**src/rtl/rbus_arb_nto1_ctrl.sv**
```systemverilog
// Packet-level round-robin arbiter sharing one rbus output channel between N sources.
// Define RBUS_ARB_LOCK_EN to add i_lock, which lets a source keep the grant for up to 4 extra packets.
module rbus_arb_nto1_ctrl #(
  parameter int N       = 5,
  parameter int LEN_LSB = 64,
  parameter int LEN_W   = 4,
  parameter int GAP_TO  = 64
) (
  input  logic                 clk,
  input  logic                 rst,
  input  logic [0:N-1]         i_req,
  output logic [0:N-1]         o_gnt,
  input  logic [0:N-1]         i_stb,
  input  logic [0:N-1]         i_sof,
  input  logic [0:N-1][71:0]   i_data,
`ifdef RBUS_ARB_LOCK_EN
  input  logic [0:N-1]         i_lock,
`endif
  output logic [0:N-1][1:0]    i_rdy,
  output logic [0:N-1][1:0]    i_rdyE,
  output logic                 o_stb,
  output logic                 o_sof,
  output logic [71:0]          o_data,
  input  logic [1:0]           o_rdy,
  input  logic [1:0]           o_rdyE,
  output logic [$clog2(N)-1:0] o_owner,
  output logic                 o_busy,
  output logic                 ff_err
);
  localparam int OW       = $clog2(N);
  localparam int GW       = $clog2(GAP_TO + 1);
  localparam int LOCK_MAX = 4;

  typedef enum logic [1:0] {S_IDLE, S_HDR, S_BODY, S_END} state_t;

  state_t           r_state;
  logic [0:N-1]     r_gnt;
  logic [OW-1:0]    r_owner;
  logic [OW-1:0]    r_ptr;
  logic             r_busy;
  logic             r_err;
  logic             r_stb;
  logic             r_sof;
  logic [71:0]      r_data;
  logic [LEN_W-1:0] r_rem;
  logic [GW-1:0]    r_gap;
`ifdef RBUS_ARB_LOCK_EN
  logic [2:0]       r_lock_cnt;
  logic             w_lock;
`endif

  logic [0:N-1]     w_illegal;
  logic [0:N-1]     w_req_hi;
  logic [0:N-1]     w_pick_oh;
  logic [OW-1:0]    w_pick;
  logic             w_pick_vld;
  logic             w_stb;
  logic             w_sof;
  logic [71:0]      w_data;
  logic [LEN_W-1:0] w_len;
  logic             w_last;
  logic             w_timeout;
  logic             w_keep;

  genvar gi;
  generate
    for (gi = 0; gi < N; gi++) begin : g_src
      // Only the grant holder ever sees downstream ready; everyone else is held off.
      assign i_rdy[gi]     = r_gnt[gi] ? o_rdy  : 2'b00;
      assign i_rdyE[gi]    = r_gnt[gi] ? o_rdyE : 2'b00;
      assign w_illegal[gi] = i_stb[gi] & ~r_gnt[gi];
      assign w_req_hi[gi]  = i_req[gi] & (OW'(gi) >= r_ptr);
      assign w_pick_oh[gi] = w_pick_vld & (w_pick == OW'(gi));
    end
  endgenerate

  // Lowest requester at or above the pointer wins; otherwise wrap to the lowest requester overall.
  always_comb begin
    w_pick_vld = |i_req;
    w_pick     = '0;
    for (int k = N - 1; k >= 0; k--) begin
      if (i_req[k]) w_pick = OW'(k);
    end
    for (int k = N - 1; k >= 0; k--) begin
      if (w_req_hi[k]) w_pick = OW'(k);
    end
  end

  always_comb begin
    w_stb  = 1'b0;
    w_sof  = 1'b0;
    w_data = '0;
    for (int k = 0; k < N; k++) begin
      if (r_gnt[k]) begin
        w_stb  = i_stb[k];
        w_sof  = i_sof[k];
        w_data = i_data[k];
      end
    end
  end

  assign w_len     = w_data[LEN_LSB +: LEN_W];
  assign w_last    = w_stb &&
                     (((r_state == S_HDR) && w_sof && (w_len == '0)) ||
                      ((r_state == S_BODY) && (r_rem == LEN_W'(1))));
  assign w_timeout = ((r_state == S_HDR) || (r_state == S_BODY)) && !w_stb &&
                     (r_gap == GW'(GAP_TO - 1));

`ifdef RBUS_ARB_LOCK_EN
  always_comb begin
    w_lock = 1'b0;
    for (int k = 0; k < N; k++) begin
      if (r_gnt[k]) w_lock = i_lock[k];
    end
  end
  assign w_keep = w_lock && (r_lock_cnt < 3'(LOCK_MAX));
`else
  assign w_keep = 1'b0;
`endif

  always_ff @(posedge clk or negedge rst) begin
    if (!rst) begin
      r_state <= S_IDLE;
      r_gnt   <= '0;
      r_owner <= '0;
      r_ptr   <= '0;
      r_busy  <= 1'b0;
      r_err   <= 1'b0;
      r_stb   <= 1'b0;
      r_sof   <= 1'b0;
      r_data  <= '0;
      r_rem   <= '0;
      r_gap   <= '0;
`ifdef RBUS_ARB_LOCK_EN
      r_lock_cnt <= '0;
`endif
    end else begin
      r_stb <= 1'b0;
      if (|w_illegal) r_err <= 1'b1;

      case (r_state)
        S_IDLE: begin
          if ((o_rdy != 2'b00) && w_pick_vld) begin
            r_gnt   <= w_pick_oh;
            r_owner <= w_pick;
            r_busy  <= 1'b1;
            r_ptr   <= (w_pick == OW'(N - 1)) ? '0 : w_pick + 1'b1;
            r_gap   <= '0;
`ifdef RBUS_ARB_LOCK_EN
            r_lock_cnt <= '0;
`endif
            r_state <= S_HDR;
          end
        end
        S_HDR, S_BODY: begin
          if (w_stb) begin
            r_stb  <= 1'b1;
            r_sof  <= w_sof;
            r_data <= w_data;
            r_gap  <= '0;
            if (r_state == S_HDR) begin
              // A header without sof is flagged but still forwarded; keep waiting for a real header.
              if (!w_sof) begin
                r_err <= 1'b1;
              end else begin
                r_rem <= w_len;
                if (w_len != '0) r_state <= S_BODY;
              end
            end else begin
              if (w_sof) r_err <= 1'b1;
              r_rem <= r_rem - 1'b1;
            end
          end else begin
            r_gap <= r_gap + 1'b1;
          end
        end
        default: begin
          r_state <= S_IDLE;
        end
      endcase

      // Packet end or watchdog expiry overrides the per-state update above.
      if (w_timeout || (w_last && !w_keep)) begin
        if (w_timeout) r_err <= 1'b1;
        r_gnt   <= '0;
        r_busy  <= 1'b0;
        r_state <= S_END;
`ifdef RBUS_ARB_LOCK_EN
        r_lock_cnt <= '0;
`endif
      end else if (w_last) begin
        r_state <= S_HDR;
`ifdef RBUS_ARB_LOCK_EN
        r_lock_cnt <= r_lock_cnt + 1'b1;
`endif
      end
    end
  end

  assign o_gnt   = r_gnt;
  assign o_owner = r_owner;
  assign o_busy  = r_busy;
  assign o_stb   = r_stb;
  assign o_sof   = r_sof;
  assign o_data  = r_data;
  assign ff_err  = r_err;

endmodule

```
**config.mk**
```make
export PLATFORM = sky130hd
export DESIGN_NAME = rbus_arb_nto1_ctrl
export DESIGN_NICKNAME = d
export VERILOG_FILES = /design/src/rtl/rbus_arb_nto1_ctrl.sv
export SDC_FILE = /design/constraint.sdc
export NUM_CORES = 1
export LEC_CHECK = 0
export CAP_MARGIN = 15
export CORE_MARGIN = 10
export CORE_UTILIZATION = 25
export CTS_BUF_LIST = sky130_fd_sc_hd__clkbuf_8 sky130_fd_sc_hd__clkbuf_16
export DETAILED_ROUTE_END_ITERATION = 10
export SLEW_MARGIN = 10
export SYNTH_ARGS = -nofsm -noshare
export SYNTH_HDL_FRONTEND = slang
export SYNTH_SLANG_ARGS = --single-unit
```
**constraint.sdc**
```tcl
create_clock -name clk -period 3.3 [get_ports clk]
set_input_delay 0.66 -clock clk [delete_from_list [all_inputs] [get_ports clk]]
set_output_delay 0.66 -clock clk [all_outputs]
set_load 0.05 [all_outputs]
```
==> reports/qor.yml <==
setup_path:
  critPathMaxFanout: 7
  worstPathRequired_ns: 2.64
  crit_start: "o_rdy[1]"
  r2r_start: "o_gnt[0]"
  arrival_ns: 2.23
  start_kind: "input port"
  critical_path_class: "in2out"
  crit_path_end_kind: "primary output"
timing:
  worst-slew-pin-transition_ns: 0.734
  maxSlewHeadroom: 0.510
  min_period_ns: 2.89
  finalSetupViolCount: 0
  drv_slew: 0
  skew_ns: 0.0120
  timing.hold.ws_ns: 0.373
  hold_violations: 0
  fin_crit_sh: 0.877
  rsz0062_at_grt: "no"
  fin_ws_ns: 0.405
  fin_setup_tns_ns: 0
  max_freq_ghz: 0.345
global_route:
  grt_max_degree: 89
  antenna_found_initial: 1
  grt_pass1_wl_um: 56100
  grt_pass1_vias: 8468
  grt.total_usage: 0.205
  globalRouteOverflowTotal: 0
yosys:
  yosys.area.top_type_share: 0.355
  syn_inst: 877
  synth_area_leaders: "dfrtp_1 (36%), mux2_2 (11%), a221oi_1 (8.3%), o21ai_0 (6.7%), a21oi_1 (6.5%)"
  synth_area_um2: 7040
  ys.flop_type: "dfrtp_1"
  synth_nets: 1269
  ys_types: 51
  yosys_warnings: 0
  syn_avg_cell_area_um2: 8.03
  synth_top_area_cell: "dfrtp_1"
  synth_edf_count: 0
  ys_async_sr_fraction: 1.00
  ys_ff_latch: 100
  ys_seq_area_frac: 0.355
placement:
  gp_congestion: 0.891
  place_hpwl_um: 30500
  io_buffers: 484
  dp_slack_ns: 0.406
clocking:
  ctsHtreeMaxLevel: 3
  cts_setup_buffers: 0
  clkLatencyLatePin_ns: 0.35
  postCtsHoldBufs: 0
  cts-resized-gates: 0
  cts-root-buf: "clkbuf_16"
  cts_tree: "done"
  clk_pin_slew_ns: 0.07
  numCtsBuffers: 9
  cts_buffer_depth: 2
  cts_sinks: 100
pwr:
  switchingPower_w: 0.000625
  p_per_area_nw_per_um2: 228
  sequentialPowerShare: 0.428
  p_int_w: 0.00225
  power_leakage_nw: 4.92
  power_frac_comb: 0.184
  clock_power_share: 0.389
  vdd_drop_max_mv: 0.143
  netSwitchingFraction: 0.217
routing:
  drt_iter0_drc: 578
  top_layer: "met4"
  dr_wl_met2_um: 19200
  ant_nets: 0
  firstDrtPassIters: 5
  drc_errors: 0
  wl_met3_um: 2800
  dr_total_vias: 8500
  drt-met1-wl_um: 15600
  via_per_inst: 5.00
  drt-total-wl_um: 38300
  wl_per_cell_um: 22.5
finish:
  multi_input_area_um2: 4140
  layout_commonest_cell: "clkdlybuf4s50_1"
  drive_gt1_frac: 0.0908
  regArea_um2: 2510
  fillCellCount: 2782
  nNetsFinal: 1709
  final_cell_mix: "clkdlybuf4s50_1 (483), nand2_1 (103), dfrtp_1 (96)"
  area_growth_pct: 78.9
status:
  status: "finished, final reports clean"
floorplanning:
  die_h_um: 188
  start_util: 0.253
  ios: 485
  core_um2: 27800
  die_w_um: 188
  dieArea_um2: 35300
  fp-row-count: 61
flow_run:
  cap_violations: 0
hold_path:
  hp-class: "in2async"
[cells by family after synthesis]
family / Yosys count / share of synthesized area
buf+inv: 102 / 0.0569
simple gates: 307 / 0.198
xor+xnor: 1 / 0.00124
flops: 100 / 0.355
mux: 69 / 0.110
compound gates: 287 / 0.259
fa+ha+maj: 11 / 0.0196
[final timing paths]
path                              end  slack [ns]  cells past startpoint
max reg2reg                o_data[33]        0.50                      7
max                          i_rdy[3]        0.41                      3
max in group asynchronous  o_data[60]        2.07                      2
min in group clk             r_gap[6]        0.50                      1
min                        o_data[40]        0.37                      1
min reg2reg                  r_gap[6]        0.50                      1
[power groups by stage]
| stage | registers, W | clock network (W) | logic (W) |
|---|---|---|---|
| 6_report | 0.00123 | 0.00112 | 0.000527 |
| 4_1_cts | 0.00123 | 0.00116 | 0.000530 |
| 2_1_floorplan | 0.00125 | 0 | 0.0000254 |
| 5_1_grt | 0.00123 | 0.00122 | 0.000562 |
| 3_5_place_dp | 0.00125 | 0 | 0.000526 |
| 3_3_place_gp | 0.00125 | 0 | 0.000522 |
[synth_stat cells, types with 2 or more instances]
cell and number:
o22ai_1 2, nor3_1 70, inv_1 23, and3_1 2
nor2_1 77, nand3_1 9, or3_1 2, nand4_1 2
buf_2 8, o31ai_1 6, ha_1 11, a221o_1 5
or3b_2 2, a21oi_1 92, a222oi_1 5, nand3b_1 4
o21ai_0 94, a221oi_1 67, clkbuf_1 63, buf_1 6
mux2_2 68, nand2_1 103, and2_1 20, nor2b_1 4
a211o_1 2, nor4_1 3, nand2b_1 4, dfrtp_1 100
[registers in the layout, indices dropped and copies added (netlist names)]
name,cells
ff_err,1
r_gap,7
o_stb,1
o_gnt,5
o_data,72
r_rem,4
o_busy,1
r_state,2
o_sof,1
r_ptr,3
o_owner,3
[critical path, stage by stage]
cell	delay, ns
clkdlybuf4s50_1	0.60
and2_1	0.17
clkdlybuf4s50_1	0.81
[routing by layer]
layer / GRT usage / up-vias
met5: 0 / -
met4: 0.0508 / 0
met3: 0.0506 / 26
met2: 0.357 / 350
met1: 0.248 / 4035
li1: - / 4089
[stage by stage]
stage | cells | utilization | total power [W] | cell area [um2]
2_1_floorplan | 877 | - | 0.00128 | 7040
3_3_place_gp | 1684 | 0.442 | 0.00177 | 12300
3_5_place_dp | 1684 | 0.442 | 0.00178 | 12300
4_1_cts | 1700 | 0.453 | 0.00292 | 12600
5_1_grt | 1701 | 0.453 | 0.00301 | 12600
6_report | 1701 | 0.453 | 0.00287 | 12600
[cell type report]
cell class / count / share of cell area
repair buffers: 507 / 0.402
multi-input cells: 675 / 0.329
flip-flops and latches: 100 / 0.200
well taps: 378 / 0.0376
clock buffers: 10 / 0.0190
inverters: 24 / 0.00725
clock inverters: 6 / 0.00547
diodes: 1 / 0.000199
Note: power is estimated with default switching activity, not from simulation.
